--- config.mk ---
export PLATFORM = sky130hd
export DESIGN_NAME = rat_intr_ctrl
export DESIGN_NICKNAME = d
export VERILOG_FILES = /design/src/rtl/rat_intr_pkg.sv /design/src/rtl/intr_sync_edge.sv /design/src/rtl/rat_intr_ctrl.sv
export SDC_FILE = /design/constraint.sdc
export NUM_CORES = 1
export LEC_CHECK = 0
export CAP_MARGIN = 20
export CORE_ASPECT_RATIO = 1.5
export CORE_MARGIN = 2
export CORE_UTILIZATION = 35
export CTS_BUF_LIST = sky130_fd_sc_hd__clkbuf_8
export DETAILED_ROUTE_END_ITERATION = 8
export GPL_ROUTABILITY_DRIVEN = 1
export PLACE_DENSITY_LB_ADDON = 0.08
export SYNTH_ARGS = -nofsm -noshare
export SYNTH_HDL_FRONTEND = slang
export SYNTH_SLANG_ARGS = --single-unit
--- constraint.sdc ---
create_clock -name CLK -period 2.2 [get_ports CLK]
set_input_delay 0.55 -clock CLK [delete_from_list [all_inputs] [get_ports CLK]]
set_output_delay 0.55 -clock CLK [all_outputs]
set_load 0.005 [all_outputs]
--- src/rtl/rat_intr_pkg.sv ---
// Shared definitions for the RAT MCU interrupt controller.
// Holds the request FSM encoding, the default port-map addresses and the
// lowest-index-wins priority helper.
package rat_intr_pkg;

  typedef enum logic [1:0] {
    IDLE = 2'd0,
    REQ  = 2'd1,
    GAP  = 2'd2
  } intr_state_t;

  localparam int MAX_SRC = 8;

  localparam logic [7:0] MASK_PORT_DEF = 8'h40;
  localparam logic [7:0] ACK_PORT_DEF  = 8'h41;
  localparam logic [7:0] STAT_PORT_DEF = 8'h42;
  localparam logic [7:0] ID_PORT_DEF   = 8'h43;

  // Index of the lowest set bit; zero when nothing is set (callers gate on |v).
  function automatic logic [2:0] lowest_set(input logic [MAX_SRC-1:0] v);
    logic [2:0] idx;
    idx = '0;
    for (int i = MAX_SRC - 1; i >= 0; i--) begin
      if (v[i]) idx = 3'(i);
    end
    return idx;
  endfunction

endpackage

--- src/rtl/intr_sync_edge.sv ---
// Purpose: bring one asynchronous interrupt line into CLK and flag its rising edge.
// Latency: edge first sampled at edge k yields a one-cycle rise pulse after edge k+1.
// Backpressure: none; a pulse is produced regardless of downstream state.
module intr_sync_edge (
  input  logic clk,
  input  logic rst,
  input  logic src,
  output logic rise
);

  logic sync1_q;
  logic sync2_q;
  logic hist_q;

  // Two metastability flops plus one history flop for edge detection.
  always_ff @(posedge clk) begin
    if (rst) begin
      sync1_q <= 1'b0;
      sync2_q <= 1'b0;
      hist_q  <= 1'b0;
    end else begin
      sync1_q <= src;
      sync2_q <= sync1_q;
      hist_q  <= sync2_q;
    end
  end

  assign rise = sync2_q & ~hist_q;

endmodule

--- src/rtl/rat_intr_ctrl.sv ---
// Purpose: synchronize, latch, mask and prioritize interrupt sources into the RAT INTR line.
// Latency: source edge at k -> pend after k+2 -> INTR after k+4; ack at a -> INTR low after a+1.
// Backpressure: INTR is held until the ISR acks the active index; other events queue in pend.
module rat_intr_ctrl
  import rat_intr_pkg::*;
#(
  parameter int         NUM_SRC   = 4,
  parameter logic [7:0] MASK_PORT = MASK_PORT_DEF,
  parameter logic [7:0] ACK_PORT  = ACK_PORT_DEF,
  parameter logic [7:0] STAT_PORT = STAT_PORT_DEF,
  parameter logic [7:0] ID_PORT   = ID_PORT_DEF
) (
  input  logic               CLK,
  input  logic               RST,
  input  logic [NUM_SRC-1:0] SRC,
  input  logic [7:0]         PORT_ID,
  input  logic [7:0]         OUT_PORT,
  input  logic               IO_STRB,
  output logic [7:0]         IN_DATA,
  output logic               INTR
);

  logic [NUM_SRC-1:0] rise;
  logic [NUM_SRC-1:0] pend_q;
  logic [NUM_SRC-1:0] mask_q;
  logic [NUM_SRC-1:0] req;
  logic [NUM_SRC-1:0] ack_clr;
  logic [2:0]         act_id_q;
  logic [2:0]         win_id;
  logic               intr_q;
  logic               mask_wr;
  logic               ack_vld;
  logic               ack_act;
  intr_state_t        state_q;
  intr_state_t        state_d;

  for (genvar g = 0; g < NUM_SRC; g++) begin : g_sync
    intr_sync_edge u_sync (
      .clk  (CLK),
      .rst  (RST),
      .src  (SRC[g]),
      .rise (rise[g])
    );
  end

  // Port decode; ack bytes naming a nonexistent source are dropped entirely.
  assign mask_wr = IO_STRB && (PORT_ID == MASK_PORT);
  assign ack_vld = IO_STRB && (PORT_ID == ACK_PORT) && (OUT_PORT < 8'(NUM_SRC));
  assign ack_act = ack_vld && (OUT_PORT[2:0] == act_id_q);

  // One-hot clear vector for the acknowledged source.
  always_comb begin
    ack_clr = '0;
    for (int i = 0; i < NUM_SRC; i++) begin
      if (ack_vld && (OUT_PORT[2:0] == 3'(i))) ack_clr[i] = 1'b1;
    end
  end

  // Pending bits: a fresh edge outranks a same-cycle ack so no event is lost.
  always_ff @(posedge CLK) begin
    if (RST) pend_q <= '0;
    else     pend_q <= (pend_q & ~ack_clr) | rise;
  end

  // Enable mask, all sources enabled out of reset.
  always_ff @(posedge CLK) begin
    if (RST)          mask_q <= '1;
    else if (mask_wr) mask_q <= OUT_PORT[NUM_SRC-1:0];
  end

  assign req    = pend_q & mask_q;
  assign win_id = lowest_set(MAX_SRC'(req));

  // FSM state register.
  always_ff @(posedge CLK) begin
    if (RST) state_q <= IDLE;
    else     state_q <= state_d;
  end

  // Next state: only the active index's ack ends a request; GAP forces a low cycle.
  always_comb begin
    state_d = state_q;
    unique case (state_q)
      IDLE:    if (|req)   state_d = REQ;
      REQ:     if (ack_act) state_d = GAP;
      GAP:     state_d = IDLE;
      default: state_d = IDLE;
    endcase
  end

  // Active index is frozen from IDLE->REQ until the next IDLE.
  always_ff @(posedge CLK) begin
    if (RST)                              act_id_q <= '0;
    else if ((state_q == IDLE) && (|req)) act_id_q <= win_id;
  end

  // INTR is a registered copy of "in REQ", one cycle behind the state.
  always_ff @(posedge CLK) begin
    if (RST) intr_q <= 1'b0;
    else     intr_q <= (state_q == REQ);
  end

  assign INTR = intr_q;

  // Combinational read mux for the IN instruction.
  always_comb begin
    IN_DATA = 8'h00;
    if (PORT_ID == STAT_PORT)    IN_DATA = 8'(pend_q);
    else if (PORT_ID == ID_PORT) IN_DATA = {5'b0, act_id_q};
  end

endmodule

Yosys cells after proc, flatten, opt, wreduce, memory -nomap -nowiden
Cells that the tools add are included.
- register bits after elaboration: 26
- bits in latches: 0
- memory bits (writable): 0
- memory bits (read-only): 0
- bits of input ports: 23
- memories kept: 0
- add/sub/neg operators: 0
- $mul: 0
- div/mod/pow operators: 0
- $lt $le $gt $ge: 1
- equality and inequality tests: 11
- shifts and indexed selects: 0
- multiplexer cells: 13
- bitwise logic cells: 12
- reduce and logical (&&, ||, !) cells: 13
- operator list (kind ; number):
    $eq A8 B7 Y1 const B ; 4
    $mux W3 ; 4
    $logic_and A1 B1 Y1 ; 9
    $and A4 B4 Y4 ; 2
    $lt A8 B3 Y1 const B ; 1
    $eq A3 B2 Y1 const B ; 2
    $mux W2 ; 3
    $and A1 B1 Y1 ; 4
    $mux W1 ; 4
    $mux W4 ; 1
    $ne A2 B2 Y1 const B ; 2
    $not A1 Y1 ; 4
    $not A4 Y4 ; 1
    $or A4 B4 Y4 ; 1
    $pmux W2 S2 ; 1
    $reduce_or A4 Y1 ; 1
    $eq A3 B1 Y1 const B ; 1
    $eq A3 B3 Y1 ; 1
    $logic_not A3 Y1 ; 1
    $eq A2 B1 Y1 const B ; 1
    $logic_not A2 Y1 ; 1
    $reduce_and A2 Y1 ; 1

Longest topological paths before layout
- word-level depth: 8
- gate-level depth with buffers: 5
- mapped depth without buffers: 4

Cells and area by module
Synthesis repeated with hierarchy kept, for this count alone.
- cell total of the unflattened synthesis: 110
- area, all modules: 1026.0 um^2
- modules (own cells, without submodules) (module ; instances ; cells each ; area each (um^2) ; sequential area each (um^2)):
    rat_intr_ctrl ; 1 ; 82 ; 675.6 ; 260.2
    intr_sync_edge ; 4 ; 7 ; 87.6 ; 60.1

Least setup slack after synthesis
OpenSTA, ideal clock, no wires.
- path kind: input to register
- start: input port PORT_ID[3]
- end: register state_q[0]
- arrival time: 2135 ps
- required time: 2084 ps
- path slack: -51 ps
- stages: 4
- cell sequence: or4_4 > or4_4 > or3_4 > o211a_1
- longest elaborated chain between the ends: 6
- RTL lines (what ; line ; source):
    start: declaration ; rat_intr_ctrl.sv:16 ; input logic [7:0] PORT_ID,
    $eq A8 B7 Y1 ; rat_intr_ctrl.sv:48 ; assign ack_vld = IO_STRB && (PORT_ID == ACK_PORT) && (OUT_PORT < 8'(NUM_SRC));
    $logic_and A1 B1 Y1 (2 in series) ; rat_intr_ctrl.sv:48 ;
    $logic_and A1 B1 Y1 ; rat_intr_ctrl.sv:49 ; assign ack_act = ack_vld && (OUT_PORT[2:0] == act_id_q);
    $ne A2 B2 Y1 (no line) ; - ;
    $reduce_and A2 Y1 (no line) ; - ;
    end signal: assignment ; rat_intr_ctrl.sv:77 ; else state_q <= state_d;
    end: declaration ; rat_intr_ctrl.sv:34 ; intr_state_t state_q;
No other way between the ends.
A chain may end at the register's enable or synchronous reset.

Worst setup path in the final report
- start: input port PORT_ID[4]
- end: output port IN_DATA[3]
- longest elaborated chain between the ends: 2
- RTL lines (what ; line ; source):
    $eq A8 B7 Y1 ; rat_intr_ctrl.sv:108 ; if (PORT_ID == STAT_PORT) IN_DATA = 8'(pend_q);
    $mux W4 ; rat_intr_ctrl.sv:108 ;
    end: declaration ; rat_intr_ctrl.sv:19 ; output logic [7:0] IN_DATA,
No other way between the ends.

==> impl_metrics.json <==
{
  "outcome": "finished, violations left",
  "violations": "negative setup slack",
  "wirelength_um": 2147,
  "setup_ws_ps": -221.2,
  "timing_hold_violations_final": 0,
  "yosys_warnings": 0,
  "viasPerCell": 4.645,
  "switching_power_w": 0.0001875,
  "grt_max_degree": 14,
  "gp_congestion": 0.7542,
  "cp_max_fo": 3,
  "diodes": 0,
  "root_buffer": "clkbuf_8",
  "ys_seq_area_share_pct": 49.20,
  "end_kind": "output port",
  "grt_pass1_wl_um": 3698,
  "pin_count": 32,
  "die_x_um": 48.02,
  "worst_setup_path_start_kind": "primary input",
  "cp.required_ps": 1650,
  "areaGrowthSynthToFinish_pct": 36.16,
  "finalSetupViolCount": 4,
  "initial_core_util_pct": 35.66,
  "cts_max_level": 1,
  "syn_area_per_cell_um2": 9.419,
  "numCtsBuffers": 3,
  "synth_ff_type": "dfxtp_1",
  "clkLatencyLatePin_ps": 260,
  "antenna_found_initial": 0,
  "grt_pass1_vias": 887,
  "power.share.sequential_pct": 57.4,
  "clock.fmax_mhz": 413.0,
  "async_flop_share_pct": 0,
  "drtPass1Iterations": 4,
  "fin_crit_ps": 2421,
  "grtUsageTotal_pct": 14.83,
  "drt_iter0_markers": 33,
  "rows": 24,
  "synth-edff-count": 0,
  "syn-cell-area_um2": 1017,
  "dieHeight_um": 70.03,
  "drive_above_1_share_pct": 19.44,
  "drc_errors": 0,
  "finalCritPeriodShare_pct": 110.1,
  "core_um2": 2853,
  "p_sw_share_pct": 22.24,
  "wl_per_cell_um": 11.73,
  "vias": 850,
  "nNetsFinal": 168,
  "dieArea_um2": 3362,
  "p_per_area_nw_per_um2": 608.5,
  "maxCapViolCount": 0,
  "detail-route-antenna-nets": 0,
  "crit_arrival_ps": 1870,
  "comb_power_share_pct": 12.0,
  "worst-r2r-cell-count": 4,
  "crit_type": "primary input to output port",
  "hold-path-cell-count": 1,
  "finalPower_w": 0.0008429,
  "synth-seq-cells": 25,
  "cts_tree": "done",
  "p_leak_nw": 0.6010,
  "fin_skew_ps": 2.458,
  "ys_types": 32,
  "io_buffer_count": 27,
  "rsz0062_at_grt": "true",
  "cts_sinks": 25,
  "clkPwrFrac_pct": 30.6,
  "gr-total-overflow": 0,
  "hp-class": "flop to flop",
  "max-vdd-ir-drop_mv": 0.4054,
  "dpl.hpwl_um": 1665,
  "cts_buffer_depth": 2,
  "fin_util_pct": 48.55,
  "slew_viol_final": 0,
  "clkTransAtPathRegs_ps": 80,
  "postSynthCellCount": 108,
  "hold_buffers": 0,
  "p_int_w": 0.0006554
}
## cells by family after synthesis
logic type,count (synthesis),share of synthesized area (%)
xor gates and xnor gates,2,1.722
DFF,25,49.20
muxes,2,1.968
and+or+nand+nor,45,26.20
AOI/OAI and AO/OA,19,12.42
other,1,0.3686
buffers and inverters,14,8.118
## registers in the layout, summed over array words and instances (netlist names)
name                   cells
g_sync.u_sync.sync1_q      4
state_q                    2
act_id_q                   2
mask_q                     4
g_sync.u_sync.sync2_q      4
INTR                       1
g_sync.u_sync.hist_q       4
pend_q                     4
## what timing repair did
action,4_1_cts,5_1_grt
setup buffers,2,0
pin swaps,10,2
gates resized for setup,45,1
endpoints found under the setup margin,10,9
## cell usage in the layout (no fill, tap or decap), types with 3 or more instances in the layout
cell type	count
nor3b_2	3
clkdlybuf4s50_1	8
o21ai_0	4
nor3_1	8
clkbuf_8	3
buf_2	6
inv_1	8
nand2_1	7
conb_1	4
dlygate4sd2_1	11
dfxtp_1	25
nor2b_1	9
a21oi_1	3
nor2_1	5
buf_4	8
## final cells by class
type                            instances  area [um^2]
Clock inverter                          1        3.754
Fill cell                             292         1468
Inverter                                7        26.28
Sequential cell                        25        500.5
Clock buffer                            3        41.29
Timing Repair Buffer                   36        299.0
Multi-Input combinational cell         72        465.4
Tap cell                               39        48.80
## power by group through the flow
stage	combinational (W)	clock (W)	sequential [W]
2_1_floorplan	0.0000560	0	0.000492
3_3_place_gp	0.000107	0	0.000494
3_5_place_dp	0.000109	0	0.000495
4_1_cts	0.000102	0.000271	0.000484
5_1_grt	0.000115	0.000291	0.000487
6_report	0.000101	0.000258	0.000484
## critical path: stages
cell	delay, ps
buf_6	90
or4_4	530
nor3b_2	190
nand2_2	90
buf_6	130
nor3b_2	150
buf_2	130
## synthesized netlist by cell type (2+ instances only)
cell	n	area share, %
or4_4	2	2.2
mux2i_1	2	2.0
o311ai_0	3	2.6
a22oi_1	2	1.5
nor3_1	8	3.9
nor2b_1	9	5.5
dfxtp_1	25	49
o21ai_1	2	0.98
inv_1	7	2.6
nand2_1	8	3.0
o21ai_0	4	2.0
buf_4	4	3.0
nand2b_1	2	1.2
a21oi_1	3	1.5
a31oi_1	2	1.2
buf_6	2	2.2
nor3b_1	3	2.2
nor2_1	6	2.2
## routing by layer
metal  global-route usage [%]  share of wire [%]  up-vias
li1                         -                  -      439
met1                    16.50                 40      374
met2                    25.48                 50       31
met3                    2.842                6.9        6
met4                    6.306                2.4        0
met5                        0                  0        -
## stage by stage
stage | cell area [um^2] | TNS (ps) | cells | hold WS [ps] | worst slack, ps
2_1_floorplan | 1028 | 0 | 111 | 389.5 | 31.00
3_3_place_gp | 1344 | -5926 | 177 | 392.5 | -891.5
3_5_place_dp | 1344 | -6444 | 177 | 399.2 | -984.1
4_1_cts | 1385 | -670.9 | 183 | 411.5 | -205.9
5_1_grt | 1385 | -898.6 | 183 | 429.0 | -282.7
6_report | 1385 | -683.5 | 183 | 409.9 | -221.2
## final timing paths
| check | startpoint | end | slack, ps |
|---|---|---|---|
| setup / recovery | PORT_ID[4] | IN_DATA[3] | -220 |
| hold / removal | g_sync[0].u_sync.hist_q | pend_q[0] | 410 |
| setup reg to reg | act_id_q[1] | state_q[0] | 1010 |
| hold reg to reg | g_sync[0].u_sync.hist_q | pend_q[0] | 410 |
Power figures use the tool's default switching activity.
